`config.mk`:
```
export PLATFORM = sky130hd
export DESIGN_NAME = piso_tx_flat
export DESIGN_NICKNAME = d
export VERILOG_FILES = /design/src/rtl/fir_pkg.sv /design/src/rtl/piso_tx_if.sv /design/src/rtl/piso_tx_bitcnt.sv /design/src/rtl/piso_tx.sv /design/src/flat_wrapper.sv
export SDC_FILE = /design/constraint.sdc
export NUM_CORES = 1
export LEC_CHECK = 0
export CAP_MARGIN = 20
export CORE_AREA = 2 2 39 41
export DETAILED_ROUTE_END_ITERATION = 6
export DIE_AREA = 0 0 41 43
export GPL_TIMING_DRIVEN = 0
export REMOVE_ABC_BUFFERS = 1
export SYNTH_ARGS = -nofsm -noshare
export SYNTH_HDL_FRONTEND = slang
export SYNTH_SLANG_ARGS = --single-unit
```
`constraint.sdc`:
```
create_clock -name clk -period 1.4 [get_ports clk]
set_clock_uncertainty 0.15 [all_clocks]
set_input_delay 0.21 -clock clk [delete_from_list [all_inputs] [get_ports clk]]
set_output_delay 0.21 -clock clk [all_outputs]
set_load 0.05 [all_outputs]
```
`src/rtl/fir_pkg.sv`:
```
// fir_pkg: shared types and constants for the FIR sample path.
//   piso_state_e  - transmitter FSM state encoding
//   FIR_SER_WIDTH - default serial word length
//   cnt_width()   - bit width needed to count 0..w-1
package fir_pkg;

    typedef enum logic [0:0] {
        PISO_IDLE,
        PISO_SHIFT
    } piso_state_e;

    localparam int unsigned FIR_SER_WIDTH = 4;

    function automatic int unsigned cnt_width(input int unsigned w);
        return (w > 1) ? $clog2(w) : 1;
    endfunction

endpackage

```
`src/rtl/piso_tx_if.sv`:
```
// piso_tx_if: parallel-word handshake plus serial output bundle.
//   in_valid/in_ready/in_data - word handshake (master drives valid/data)
//   sout/sout_valid/sout_last - serial bit stream (slave drives)
// Modports: master = word source / serial sink, slave = transmitter.
interface piso_tx_if
    import fir_pkg::*;
#(
    parameter int unsigned WIDTH = FIR_SER_WIDTH
) ();

    logic             in_valid;
    logic             in_ready;
    logic [WIDTH-1:0] in_data;
    logic             sout;
    logic             sout_valid;
    logic             sout_last;

    modport master (
        output in_valid,
        output in_data,
        input  in_ready,
        input  sout,
        input  sout_valid,
        input  sout_last
    );

    modport slave (
        input  in_valid,
        input  in_data,
        output in_ready,
        output sout,
        output sout_valid,
        output sout_last
    );

endinterface

```
`src/rtl/piso_tx_bitcnt.sv`:
```
// piso_bitcnt: saturating bit counter for the serial transmitter.
//   clk  - rising-edge clock
//   rst  - synchronous active-low reset (count -> 0)
//   load - force count to 0 (priority over inc)
//   inc  - advance count by one, saturating at MaxCnt
//   tc   - terminal count, high while count == MaxCnt
module piso_bitcnt
    import fir_pkg::*;
#(
    parameter int unsigned MaxCnt = 3,
    parameter int unsigned CntW   = cnt_width(MaxCnt + 1)
) (
    input  logic clk,
    input  logic rst,
    input  logic load,
    input  logic inc,
    output logic tc
);

    localparam logic [CntW-1:0] MaxVal = CntW'(MaxCnt);

    logic [CntW-1:0] cnt_q, cnt_d;

    always_comb begin
        cnt_d = cnt_q;
        if (load) begin
            cnt_d = '0;
        end else if (inc && (cnt_q != MaxVal)) begin
            cnt_d = cnt_q + 1'b1;
        end
    end

    always_ff @(posedge clk) begin
        if (!rst) begin
            cnt_q <= '0;
        end else begin
            cnt_q <= cnt_d;
        end
    end

    assign tc = (cnt_q == MaxVal);

endmodule

```
`src/rtl/piso_tx.sv`:
```
// piso_tx: parallel-in, serial-out transmitter, MSB first, one bit per en strobe.
//   clk  - rising-edge clock
//   rst  - synchronous active-low reset
//   en   - bit-rate strobe shared with the serial receiver
//   bus  - piso_tx_if.slave: word handshake in, sout/sout_valid/sout_last out
// Build option: define PISO_TX_BACKTOBACK_EN to accept the next word on the
// final bit's enabled edge, so frames stream with no IDLE gap.
module piso_tx
    import fir_pkg::*;
#(
    parameter int unsigned WIDTH = FIR_SER_WIDTH
) (
    input logic         clk,
    input logic         rst,
    input logic         en,
    piso_tx_if.slave    bus
);

    piso_state_e      state_q, state_d;
    logic [WIDTH-1:0] sreg_q, sreg_d;
    logic             sout_q, sout_d;
    logic             cnt_load, cnt_inc, cnt_tc;
    logic             ready;
    logic             accept;
    logic             last_edge;

    piso_bitcnt #(
        .MaxCnt (WIDTH - 1),
        .CntW   (cnt_width(WIDTH))
    ) u_bitcnt (
        .clk  (clk),
        .rst  (rst),
        .load (cnt_load),
        .inc  (cnt_inc),
        .tc   (cnt_tc)
    );

    // Edge on which the final (LSB) bit is consumed by the receiver.
    assign last_edge = (state_q == PISO_SHIFT) && cnt_tc && en;

`ifdef PISO_TX_BACKTOBACK_EN
    assign ready = rst && ((state_q == PISO_IDLE) || last_edge);
`else
    assign ready = rst && (state_q == PISO_IDLE);
`endif

    assign accept = bus.in_valid && ready;

    always_comb begin
        state_d  = state_q;
        sreg_d   = sreg_q;
        cnt_load = 1'b0;
        cnt_inc  = 1'b0;
        unique case (state_q)
            PISO_IDLE: begin
                if (accept) begin
                    sreg_d   = bus.in_data;
                    cnt_load = 1'b1;
                    state_d  = PISO_SHIFT;
                end
            end
            PISO_SHIFT: begin
                if (en) begin
                    if (cnt_tc) begin
                        // accept here is only possible in the back-to-back build
                        if (accept) begin
                            sreg_d   = bus.in_data;
                            cnt_load = 1'b1;
                        end else begin
                            sreg_d   = {sreg_q[WIDTH-2:0], 1'b0};
                            cnt_load = 1'b1;
                            state_d  = PISO_IDLE;
                        end
                    end else begin
                        sreg_d  = {sreg_q[WIDTH-2:0], 1'b0};
                        cnt_inc = 1'b1;
                    end
                end
            end
            default: state_d = PISO_IDLE;
        endcase
    end

    // sout is registered so it holds its last value through IDLE.
    always_comb begin
        sout_d = sout_q;
        if (state_d == PISO_SHIFT) begin
            sout_d = sreg_d[WIDTH-1];
        end
    end

    always_ff @(posedge clk) begin
        if (!rst) begin
            state_q <= PISO_IDLE;
            sreg_q  <= '0;
            sout_q  <= 1'b0;
        end else begin
            state_q <= state_d;
            sreg_q  <= sreg_d;
            sout_q  <= sout_d;
        end
    end

    assign bus.in_ready   = ready;
    assign bus.sout       = sout_q;
    assign bus.sout_valid = (state_q == PISO_SHIFT);
    assign bus.sout_last  = (state_q == PISO_SHIFT) && cnt_tc;

endmodule
```
`src/flat_wrapper.sv`:
```
// flat-port wrapper written by rule: the top's interface ports become plain ports
module piso_tx_flat import fir_pkg::*;
#(
    parameter int unsigned WIDTH = FIR_SER_WIDTH
)
  (clk, rst, en, bus_in_valid, bus_in_data, bus_in_ready, bus_sout, bus_sout_valid, bus_sout_last);
  piso_tx_if #(.WIDTH(WIDTH)) bus_i ();
  input logic clk;
  input logic rst;
  input logic en;
  input wire logic [$bits(bus_i.in_valid)-1:0] bus_in_valid;
  input wire logic [$bits(bus_i.in_data)-1:0] bus_in_data;
  output wire logic [$bits(bus_i.in_ready)-1:0] bus_in_ready;
  output wire logic [$bits(bus_i.sout)-1:0] bus_sout;
  output wire logic [$bits(bus_i.sout_valid)-1:0] bus_sout_valid;
  output wire logic [$bits(bus_i.sout_last)-1:0] bus_sout_last;
  assign bus_i.in_valid = bus_in_valid;
  assign bus_i.in_data = bus_in_data;
  assign bus_in_ready = bus_i.in_ready;
  assign bus_sout = bus_i.sout;
  assign bus_sout_valid = bus_i.sout_valid;
  assign bus_sout_last = bus_i.sout_last;
  piso_tx #(.WIDTH(WIDTH)) u_core (.clk(clk), .rst(rst), .en(en), .bus(bus_i));
endmodule
```
Word-level counts from Yosys, hierarchy flattened. Index checks and enable logic that the tools add are counted.

Register bits: 8. Input bits: 8. Logic and storage cells: 33.

$add $sub $neg: 1. Equal/unequal tests: 4. Multiplexer cells: 15. Bitwise gates (word level): 2. Reductions and logical operators: 6.

Operators with widths (count): two-way mux 4 bit (4); two-way mux 1 bit (8); case mux 4 bit (2 select lines) (1); logical AND 1 bit (4); inequality test 2 bit (second input constant) (2); case mux 1 bit (2 select lines) (2); adder 2 x 1 -> 2 bit (second input constant) (1); equality test 2 bit (second input constant) (1); inequality test 2 x 1 -> 1 bit (second input constant) (1); NOT 1 bit (2); AND reduction 2 bit (1); OR reduction 2 bit (1).

Depth between registers and ports, before layout.
Word-level depth: 7. Gate-level depth with buffers: 5. Mapped depth without buffers: 4.

Hierarchy. Synthesis repeated with hierarchy kept, for this count alone.

Cell total of the unflattened synthesis: 43. Area total of the unflattened synthesis: 440.4 µm².

By module, submodules not included: piso_tx (times used 1, cells an instance 34, area an instance 341.6 µm²); piso_bitcnt (times used 1, cells an instance 9, area an instance 98.8 µm²).

Worst setup path after synthesis. No wires, ideal clock.

Path kind: reg-to-reg. Start point: register u_core.state_q (netlist: u_core.bus.sout_valid). End point: register u_core.sout_q (netlist: u_core.bus.sout). Library setup time: 67 ps. Data arrival time: 1594 ps. Data required time: 1183 ps. Setup slack: -411 ps. Stages on the path, launching flop included: 6. Buffers on the path: 1. Clock period less this slack: 1811 ps. Cells stage by stage: dfxtp_1 and3b_1 buf_6 and4b_1 o32a_1 a21oi_2.

Longest elaborated chain between the ends: 7. Elaborated cells on any way between the ends: 12.

Ends and longest elaborated chain: from (decl) (line piso_tx.sv:19) `piso_state_e state_q, state_d;`; from (signal assigned) (line piso_tx.sv:98) `state_q <= state_d;`; NOT 1 bit (line piso_tx.sv:44, piso_tx.sv:54); logical AND 1 bit (line piso_tx.sv:44) `assign ready = rst && (state_q == PISO_IDLE);`; logical AND 1 bit (line piso_tx.sv:47) `assign accept = bus.in_valid && ready;`; two-way mux 4 bit or two-way mux 1 bit (tied branches) (line piso_tx.sv:66, piso_tx.sv:56); two-way mux 4 bit or two-way mux 1 bit (tied branches) (line piso_tx.sv:64) `if (cnt_tc) begin`; two-way mux 4 bit or two-way mux 1 bit (tied branches) (line piso_tx.sv:63) `if (en) begin`; case mux 4 bit (2 select lines) or case mux 1 bit (2 select lines) (tied branches) (line piso_tx.sv:54) `unique case (state_q)`; to (signal assigned) (line piso_tx.sv:100) `sout_q <= sout_d;`; to (decl) (line piso_tx.sv:21) `logic sout_q, sout_d;`.

Several ways; a longest one is shown, not always the timed one. The select of a mux whose other input is x is not followed. A chain may end at the register's enable or synchronous reset.

Final worst setup path. Same ends and word-level chain as after synthesis.

==> flow_metrics.env <==
export IMPL_status="finished with violations"
export IMPL_violations="negative setup slack"
export IMPL_ys_warnings_count=0
export IMPL_postPlaceCellArea_um2=517
export IMPL_period_minus_slack_ps=1420
export IMPL_rsz0062_at_grt="true"
export IMPL_die_y_um=43
export IMPL_antenna_found_initial=0
export IMPL_fillers=144
export IMPL_hold_path_endpoint="u_core.sreg_q[1]"
export IMPL_antenna_left=0
export IMPL_clk_latency_ps=250
export IMPL_n_antenna_cell=0
export IMPL_dieArea_um2=1760
export IMPL_area_growth_pct=45.5
export IMPL_cts_max_level=1
export IMPL_synth_edff_count=0
export IMPL_placement_io_buffers=11
export IMPL_worst_hold_startpoint="u_core.sreg_q[1]"
export IMPL_start_util_pct=29.0
export IMPL_finalWeightedCongestion=0.687
export IMPL_grt_max_degree=11
export IMPL_crit_reg2reg_capture="u_core.bus.sout"
export IMPL_vias_per_cell=4.72
export IMPL_fin_hold_ws_ps=319
export IMPL_nNetsFinal=73
export IMPL_period_share_pct=101
export IMPL_max_freq_ghz=0.704
export IMPL_rrSetupSlack_ps=-20
export IMPL_path_clk_slew_ps=60
export IMPL_grt_pass1_wl_mm=1.16
export IMPL_wl_per_cell_um=10.6
export IMPL_cts_tree="built"
export IMPL_avgSynthCellArea_um2=8.55
export IMPL_grt_usage_pct=10.2
export IMPL_drt_iter0_markers=9
export IMPL_routed_wl_um=826
export IMPL_core_um2=1380
export IMPL_min_path_cells=2
export IMPL_maxCapViolations=0
export IMPL_cts_max_path_buffers=2
export IMPL_synth_seq_area_share_pct=39.9
export IMPL_layout_drive_gt1_share_pct=27.4
export IMPL_multi_input_area_um2=239
export IMPL_rows=14
export IMPL_slew_viol_final=0
export IMPL_yosysUniqueCellTypes=23
export IMPL_cts_made_buffers=3
export IMPL_cts_hold_buf=0
export IMPL_rr_worst_depth=4
export IMPL_ys_ff_latch=8
export IMPL_synth_flop_cell="dfxtp_1"
export IMPL_gr_total_overflow=0
export IMPL_cp_end_kind="flip-flop"
export IMPL_pin_count=12
export IMPL_drc_errors=0
export IMPL_tightest_slew_ps=284
export IMPL_syn_area_um2=402
export IMPL_hpwl_um=610
export IMPL_slew_headroom_pct=81.0
export IMPL_clock_sinks=8
export IMPL_grt_busiest_layer="met2"
export IMPL_ys_async_sr_fraction_pct=0
export IMPL_p_leak_nw=0.233
export IMPL_max_vdd_ir_drop_mv=0.279
export IMPL_start_kind="flip-flop"
export IMPL_finalInstanceArea_um2=584
export IMPL_setup_violations=3
export IMPL_crit_required_ps=1440
export IMPL_hp_class="flip-flop to flip-flop"
export IMPL_use_met3_pct=3.14
export IMPL_layout_setup_ws_ps=-19.6
export IMPL_num_vias=368
export IMPL_critical_path_arrival_ps=1460
export IMPL_register_area_um2=166
export IMPL_critical_path_class="flip-flop to flip-flop"
export IMPL_dr_pass1_iters=3
export IMPL_hold_viol_final=0
export IMPL_cts_root_buf="clkbuf_4"
export IMPL_dieWidth_um=41
export IMPL_grt_use_met1_pct=11.3
export IMPL_r2r_start="u_core.bus.sout_valid"
export IMPL_synthCells=47
export IMPL_met2_usage_pct=15.9
export IMPL_cp_max_fo=7
export IMPL_p_per_area_nw_per_um2=913
export IMPL_grt_pass1_vias=295
[metal layers]
| layer | routed length, um | vias to the layer above | part of all wire [%] |
|---|---|---|---|
| li1 | - | 199 | - |
| met1 | 388 | 161 | 47 |
| met2 | 408 | 8 | 49 |
| met3 | 28 | 0 | 3.4 |
| met4 | 0 | 0 | 0 |
| met5 | 0 | - | 0 |
[state kept, by name, indices dropped and copies added, names as in the netlist]
signal                 flops
u_core.u_bitcnt.cnt_q      2
u_core.sreg_q              4
u_core.bus.sout            1
u_core.bus.sout_valid      1
[cells in the final DEF (no fill, tap or decap)]
| cell | synthesis | routed |
|---|---|---|
| dfxtp_1 | 8 | 5 |
| and2_1 | 3 | 2 |
| nand2b_1 | 1 | 1 |
| buf_8 | 0 | 1 |
| and3b_2 | 0 | 1 |
| a21boi_1 | 2 | 2 |
| a21oi_2 | 1 | 1 |
| nor2b_1 | 2 | 2 |
| nor3b_1 | 1 | 1 |
| inv_1 | 1 | 1 |
| o21ai_1 | 1 | 1 |
| nor3_1 | 1 | 1 |
| clkdlybuf4s50_1 | 0 | 5 |
| a31oi_1 | 1 | 1 |
| dfxtp_4 | 0 | 1 |
| dlygate4sd2_1 | 0 | 2 |
| nand2_1 | 6 | 6 |
| clkbuf_4 | 0 | 3 |
| nor2_1 | 3 | 3 |
| clkdlybuf4s15_2 | 0 | 2 |
| and2_4 | 0 | 1 |
| buf_4 | 0 | 3 |
| a32oi_1 | 2 | 2 |
| ha_4 | 0 | 1 |
| o32a_1 | 1 | 1 |
| o21ai_0 | 3 | 3 |
| dfxtp_2 | 0 | 2 |
| mux2i_1 | 1 | 1 |
| buf_2 | 0 | 1 |
| and4b_1 | 1 | 1 |
| a21oi_1 | 4 | 4 |
[area by class of cell]
type	count	share of cell area [%]
Timing Repair Buffer	14	22.7
Tap cell	16	3.43
Sequential cell	8	28.5
Multi-Input combinational cell	36	40.9
Inverter	1	0.642
Clock buffer	3	3.85
[worst max-delay path, stage by stage, from the launching register on]
cell	delay [ps]
dfxtp_4	370
and3b_2	230
and4b_1	170
o32a_1	320
a21oi_2	120
[report_power, final]
group          leakage, nW  switching, mW  internal [mW]
combinational        0.153         0.0589         0.0496
clock               0.0138         0.0778         0.0981
sequential          0.0670        0.00919          0.240
total                0.233          0.146          0.387
[per-stage QoR]
stage	utilization, %	power (mW)	instances	setup WS [ps]	TNS [ps]
6_report	42.2	0.533	78	-19.6	-33.0
5_1_grt	42.2	0.566	78	-62.8	-232
4_1_cts	42.2	0.544	78	-18.8	-40.2
3_5_place_dp	37.3	0.359	72	-769	-4140
3_3_place_gp	37.3	0.358	72	-779	-4110
2_1_floorplan	-	0.313	45	-509	-2440
[cells in the mapped netlist (all sizes together) (2+ instances only)]
library cell | n | area, um^2
dfxtp | 8 | 160
nand2 | 6 | 22.5
a21oi | 5 | 28.8
o21ai | 4 | 20.0
and2 | 3 | 18.8
nor2 | 3 | 11.3
a21boi | 2 | 15.0
a32oi | 2 | 17.5
nor2b | 2 | 12.5
[worst max path at each step]
stage                                 end  slack [ps]                  start  cells past startpoint
after floorplan           u_core.bus.sout        -510  u_core.bus.sout_valid                      4
after global placement       bus_in_ready        -780                    rst                      3
after detailed placement     bus_in_ready        -770                    rst                      3
after CTS                 u_core.bus.sout         -20  u_core.bus.sout_valid                      4
after global routing      u_core.bus.sout         -60  u_core.bus.sout_valid                      4
final                     u_core.bus.sout         -20  u_core.bus.sout_valid                      4
[cell families after synthesis]
logic type	Yosys count	synth area share (%)
buffers and inverters	3	4.67
DFF	8	39.9
and+or+nand+nor	19	25.5
muxes	1	2.49
AOI/OAI and AO/OA	15	24.3
adders and majority gates	1	3.11
[timing repair]
item | 4_1_cts | 5_1_grt
pin swaps | 2 | 0
setup buffers | 3 | 0
hold endpoints to repair | 0 | 0
gates resized for setup | 29 | 0
setup endpoints to repair | 9 | 6
(Power assumes the default switching activity.)
==> patch 1 (same settings) <==
Reset style: asynchronous (`rst`), changed in 2 clocked blocks. Comments in the files are not updated.
--- a/src/rtl/piso_tx_bitcnt.sv
+++ b/src/rtl/piso_tx_bitcnt.sv
@@ -32,3 +32,3 @@
 
-    always_ff @(posedge clk) begin
+    always_ff @(posedge clk or negedge rst) begin
         if (!rst) begin
--- a/src/rtl/piso_tx.sv
+++ b/src/rtl/piso_tx.sv
@@ -91,3 +91,3 @@
 
-    always_ff @(posedge clk) begin
+    always_ff @(posedge clk or negedge rst) begin
         if (!rst) begin
Behaviour: differs if rst is asserted again (counterexample within 4 cycles, from zero or initial values and one cycle with rst low); with rst held inactive, the same outputs for 10 cycles.
==> patch 1 against the unedited design <==
The flow still finishes with violations (negative setup slack). Synthesized area grew 5.0%. First-iteration DRC count shrank 11%. Critical path type is now reg2out. Wire length grew 25%. Worst setup slack lost 0.044 ns. Via count grew 7.9%. Largest cell class unchanged. Sequential cell count is the same. Maximum frequency shrank 3.0%. Final area grew 9.9%.
Power is not compared: it rests on default switching activity, and its combinational part moved more than twofold at a synthesized area within 25%.
==> patch 1: results (changes against the unedited design) <==
- Data arrival time at the worst-slack endpoint: 1.10 ns (-0.36 ns)
- Summed over all cells, the static leakage comes to 0.2948 nW.
- Number of setup violations in the final report: 1 (-2)
- The placed cell area is 536.8 um^2 (+3.9%).
* Status: finished with violations
* Setup WS pre-CTS: -0.9827 ns (-0.2138 ns)
- Cell types with the highest counts after synthesis: sky130_fd_sc_hd__dfrtp_1, sky130_fd_sc_hd__a21oi_1, sky130_fd_sc_hd__nand2_1
- Distinct cell type count after synthesis: 17 (-26%)
- The startpoint identified for the worst register-to-register timing path is u_core.bus.sout_valid.
- Worst-skew pair later-pin latency: 0.25 ns (about the same)
- The startpoint identified for the worst hold timing path is rst.
- The number of antenna cells inserted came to 0 (unchanged).
- Worst VDD drop: 0.0005589 V
* Violations in the final reports: negative setup slack
- Maximum net fanout on the critical path: 2 (-5)
- The number of buffers added by the clock tree synthesis step is 3 (unchanged).
* R2R Setup Slk: 0.04 ns (+0.06 ns)
* Hold/Removal Path Class: in2reg
* Number of max-slew violations in the final report: 0 (unchanged)
* Worst slew margin relative to its limit: 73.09% (-7.9 points)
* CTS max path bufs: 2 (unchanged)
- The pin count of the biggest net entering global routing is 16 (+5).
- CTS placed an instance of sky130_fd_sc_hd__clkbuf_4 at the clock tree root.
- Clock slew at reported path FFs: 0.06 ns (about the same)
* Fraction of final layout cells sized beyond drive strength 1: 33.33% (+5.9 points)
- PnR worst setup slack: -0.06386 ns (-0.04426 ns)
- Warnings, synthesis: 0 (unchanged)
- The via count of the first global-routing pass is 334 (+13%).
* Drt total wl: 1035 um (+25%)
- The fraction of synthesis flops using an asynchronous set or reset pin came to 100.0% (+100 points).
* Iteration-0 DRC count of the detailed router: 8 (-1)
- The vias per cell came to 5.025 (+6.5%).
- Number of optimization iterations in the first detailed-route pass: 4 (+1)
* All-layer global routing usage: 13.75% (+3.6 points)
- In the final layout, the registers with the most flip-flops are u_core.sreg_q: 4 flops, u_core.u_bitcnt.cnt_q: 2 flops.
* H-tree depth reported by CTS: 1 (unchanged)
- Port Buf Inserts: 11 (unchanged)
- The routability congestion estimate from global placement came to 0.7397 (+7.6%).
- Wire length of the first global-routing pass: 1524 um (+31%)
- The net count of the finished layout came to 74 (+1.4%).
- The detailed-placement wirelength estimate came to 621.2 um (+1.9%).
- The number of antenna violations at the first check in global routing is 0 (unchanged).
- Ranking of synthesized cells by area: sky130_fd_sc_hd__dfrtp_1, sky130_fd_sc_hd__a21oi_1, sky130_fd_sc_hd__nand2_1
* Ys flop type: sky130_fd_sc_hd__dfrtp_1
* Start point of the critical path: u_core.u_bitcnt.cnt_q[0]
- The part of the Yosys area used for sequential elements is 47.48% (+7.6 points).
==> patch 1: what timing repair did <==
action / CTS / global route
setup buffers: 2 / 5
cloned: 0 / 0
pin swaps: 1 / 2
endpoints found under the hold margin: 8 / 0
hold buffers: 1 / 0
setup endpoints to repair: 11 / 7
resized for setup: 28 / 5
==> patch 1: worst paths after layout <==
path | endpoint | cells past startpoint
max | bus_sout_last | 3
min | u_core.bus.sout_valid | 3
min in group asynchronous | u_core.bus.sout | 2
max reg2reg | u_core.sreg_q[1] | 3
min reg2reg | u_core.sreg_q[1] | 1
max in group asynchronous | u_core.bus.sout_valid | 2
==> patch 1: final cells by class <==
cell class | instances | area, um^2
multi-input cells | 32 | 234.0
fillers | 143 | 742.0
inverters | 1 | 3.754
well taps | 16 | 20.02
repair buffers | 19 | 160.2
flip-flops and latches | 8 | 201.4
clock buffers | 3 | 22.52
==> patch 1: kinds of logic (layout without fill, tap and decap cells) <==
| family | after synthesis | after routing | share of synthesized area, % |
|---|---|---|---|
| compound gates | 15 | 15 | 22.26 |
| fa+ha+maj | 1 | 1 | 2.967 |
| buf+inv | 4 | 23 | 4.449 |
| flops | 8 | 8 | 47.48 |
| mux | 2 | 2 | 4.748 |
| simple gates | 14 | 14 | 18.10 |
==> patch 1: critical path: stages, from the launching register on <==
cell and delay, ns:
sky130_fd_sc_hd__dfrtp_1 0.40, sky130_fd_sc_hd__ha_4 0.17, sky130_fd_sc_hd__and2_4 0.13, sky130_fd_sc_hd__buf_6 0.14
==> patch 1: routing by layer <==
layer | vias up | GRT usage [%] | wire length, um
li1 | 198 | - | -
met1 | 183 | 17.43 | 478
met2 | 14 | 18.44 | 477
met3 | 2 | 4.712 | 62
met4 | 0 | 10.00 | 17
met5 | - | 0 | 0
==> patch 1: through the flow <==
step | hold slack [ns] | cells | setup TNS (ns)
after floorplan | -0.2356 | 41 | -1.608
after global placement | 0.3409 | 68 | -5.244
after detailed placement | 0.3501 | 68 | -5.309
after CTS | 0.2552 | 74 | -0.2796
after global routing | 0.2576 | 79 | -0.1771
final | 0.2629 | 79 | -0.06386
==> patch 1: power by group <==
group | internal [mW] | switching [mW] | leakage (nW)
combinational | 0.333 | 0.389 | 0.181
clock | 0.0983 | 0.0814 | 0.0138
sequential | 0.333 | 0.0892 | 0.100
total | 0.764 | 0.559 | 0.295
==> patch 2 (same flow settings) <==
Made on the original files. `FIR_SER_WIDTH`: 4 -> 6.
--- a/src/rtl/fir_pkg.sv
+++ b/src/rtl/fir_pkg.sv
@@ -11,3 +11,3 @@
 
-    localparam int unsigned FIR_SER_WIDTH = 4;
+    localparam int unsigned FIR_SER_WIDTH = 6;
 
Interface: changed (resized bus_in_data); port bits go from 12 to 14. The function was not compared with the original's and may differ.
==> patch 2 against the unedited design <==
The run still ends with negative setup slack left. Non-clock buffer count grew 3. Wire length grew 28%. Total power grew 31%. Clock power grew 24%. Critical path depth is the same. Synthesized area grew 44%. Register-to-register slack gained 0.11 ns. Sequential cell count grew 3. Global-route usage grew 4.6 points. Final area grew 32%. Worst setup slack lost 0.020 ns.
==> patch 2: results (changes against the unedited design) <==
- Status: finished with violations
* Violations in the final reports: negative setup slack
* Clock network power: 0.219 mW (+24%)
- For hold timing, the worst endpoint is u_core.bus.sout.
- By count the netlist is led by sky130_fd_sc_hd__dfxtp_1, sky130_fd_sc_hd__nand2_1, sky130_fd_sc_hd__a22oi_1.
- Setup_tns: -0.04008 ns (-0.007090 ns)
- The register-to-register path setup slack came to 0.09 ns (+0.11 ns).
- Worst VDD drop: 0.0005249 V (+88%)
- Fraction of the yosys area taken by sequential cells: 38.10% (-1.8 points)
- The via count is 495 (+35%).
- Complex-gate fraction of the synthesized area: 23.16% (-1.1 points)
- Bufs w/o clock: 17 (+3)
- Met3 routed WL: 42 um (+50%)
- Syn avg cell area: 9.323 um^2 (+9.1%)
- The arrival time at the worst endpoint is 1.08 ns (-0.38 ns).
- Fraction of final layout cells sized beyond drive strength 1: 30.00% (+2.6 points)
- Total area of multi-input combinational cells: 345.3 um^2 (+45%)
- The largest registers in the layout are u_core.sreg_q: 6 flops, u_core.u_bitcnt.cnt_q: 3 flops.
- The via count of the first global-routing pass came to 435 (+47%).
* Number of setup violations in the final report: 1 (-2)
* Power density normalized to cell area: 908.0 nW/um^2 (-0.50%)
* Distinct cell type count after synthesis: 28 (+22%)
* Design Area, Final: 769.5 um^2 (+32%)
- M1 wire length: 494 um (+27%)
* Number of filler instances in the final layout: 133 (-7.6%)
* PnR worst setup slack: -0.04008 ns (-0.02048 ns)
- Cell area reported after detailed placement: 701.9 um^2 (+36%)
* Storage cell area: 226.5 um^2 (+36%)
- Mux cell area share after synthesis: 3.680% (+1.2 points)
- The pin count of the biggest net entering global routing came to 12 (+1).
- Setup WS pre-CTS: -0.8251 ns (-0.05618 ns)
- Worst R2R End: u_core.sreg_q[0]
- Met2 Track Usage GR: 21.25% (+5.3 points)
- The critical-path maximum fanout came to 3 (-4).
- P_comb: 0.140 mW (+28%)
- Inst Count DP: 88 (+22%)
- Switching share of total power: 27.13% (-0.24 points)
- Global routing met3 resource utilization: 3.141% (unchanged)
- Worst hold slack after final layout: 0.1536 ns (-0.1653 ns)
* Ant diodes: 0 (unchanged)
- The multi-input combinational cell count is 47 (+31%).
- Port Buf Inserts: 13 (+2)
- Detailed-route wire length per cell: 11.04 um (+4.3%)
- Total length of routed met2 wires: 511 um (+25%)
- The worst hold path begins at rst.
- Worst r2r path cells: 5 (+1)
* Final weighted congestion of routability-driven global placement: 0.6340 (-7.8%)
* Least-Margin Pin Slew: 0.2481 ns (-0.03593 ns)
* Share of final layout cell area taken by non-clock buffers: 19.19% (-3.5 points)
- The number of clock buffer instances in the layout was 4 (+1).
* Global-route track usage on met1: 19.74% (+8.4 points)
* Iteration-0 DRC count of the detailed router: 3 (-6)
- Signal routing reaches up to met4.
- The global-route wire length before repair is 1780 um (+54%).
- The number of register bits inferred by synthesis came to 11 (+3).
- The synthesized-area fraction occupied by adder cells was 4.329% (+1.2 points).
- The net count of the finished layout came to 93 (+27%).
- Hold/Removal Path Class: in2reg
- Share of final layout cell area taken by clock buffers and inverters: 3.415% (-0.44 points)
-- patch 2: cell count changes in the layout (fill, tap and decap cells not counted), moves of 2 or more --
cell / unedited run / this run
sky130_fd_sc_hd__dlygate4sd2_1: 2 / 0
sky130_fd_sc_hd__a21boi_1: 2 / 4
sky130_fd_sc_hd__nand2_1: 6 / 8
sky130_fd_sc_hd__buf_4: 3 / 5
sky130_fd_sc_hd__a22oi_1: 0 / 5
sky130_fd_sc_hd__dfxtp_1: 5 / 8
sky130_fd_sc_hd__clkdlybuf4s15_2: 2 / 0
sky130_fd_sc_hd__clkdlybuf4s50_1: 5 / 8
sky130_fd_sc_hd__o21ai_0: 3 / 1
sky130_fd_sc_hd__and2_1: 2 / 0
sky130_fd_sc_hd__a32oi_1: 2 / 0
-- patch 2: worst max-delay path by stage --
stage                                        start            end  depth (start not counted)
final                     u_core.u_bitcnt.cnt_q[1]  bus_sout_last                          4
after global placement                         rst   bus_in_ready                          3
after detailed placement                       rst   bus_in_ready                          3
after floorplan              u_core.bus.sout_valid  bus_sout_last                          1
after CTS                 u_core.u_bitcnt.cnt_q[1]  bus_sout_last                          4
after global routing      u_core.u_bitcnt.cnt_q[1]  bus_sout_last                          4
-- patch 2: worst max-delay path, stage by stage (launching register included) --
cell                      delay, ns
sky130_fd_sc_hd__dfxtp_2       0.33
sky130_fd_sc_hd__inv_2         0.06
sky130_fd_sc_hd__ha_4          0.12
sky130_fd_sc_hd__and3_4        0.17
sky130_fd_sc_hd__buf_8         0.14
-- patch 2: cell families after synthesis --
family,count (synthesis)
and+or+nand+nor,24
AOI/OAI and AO/OA,19
DFF,11
buffers and inverters,4
muxes,2
adders and majority gates,2
-- patch 2: what timing repair did --
item,CTS,global route
pin swaps,1,0
gates resized for setup,31,4
buffers inserted,2,2
setup endpoints to repair,5,3
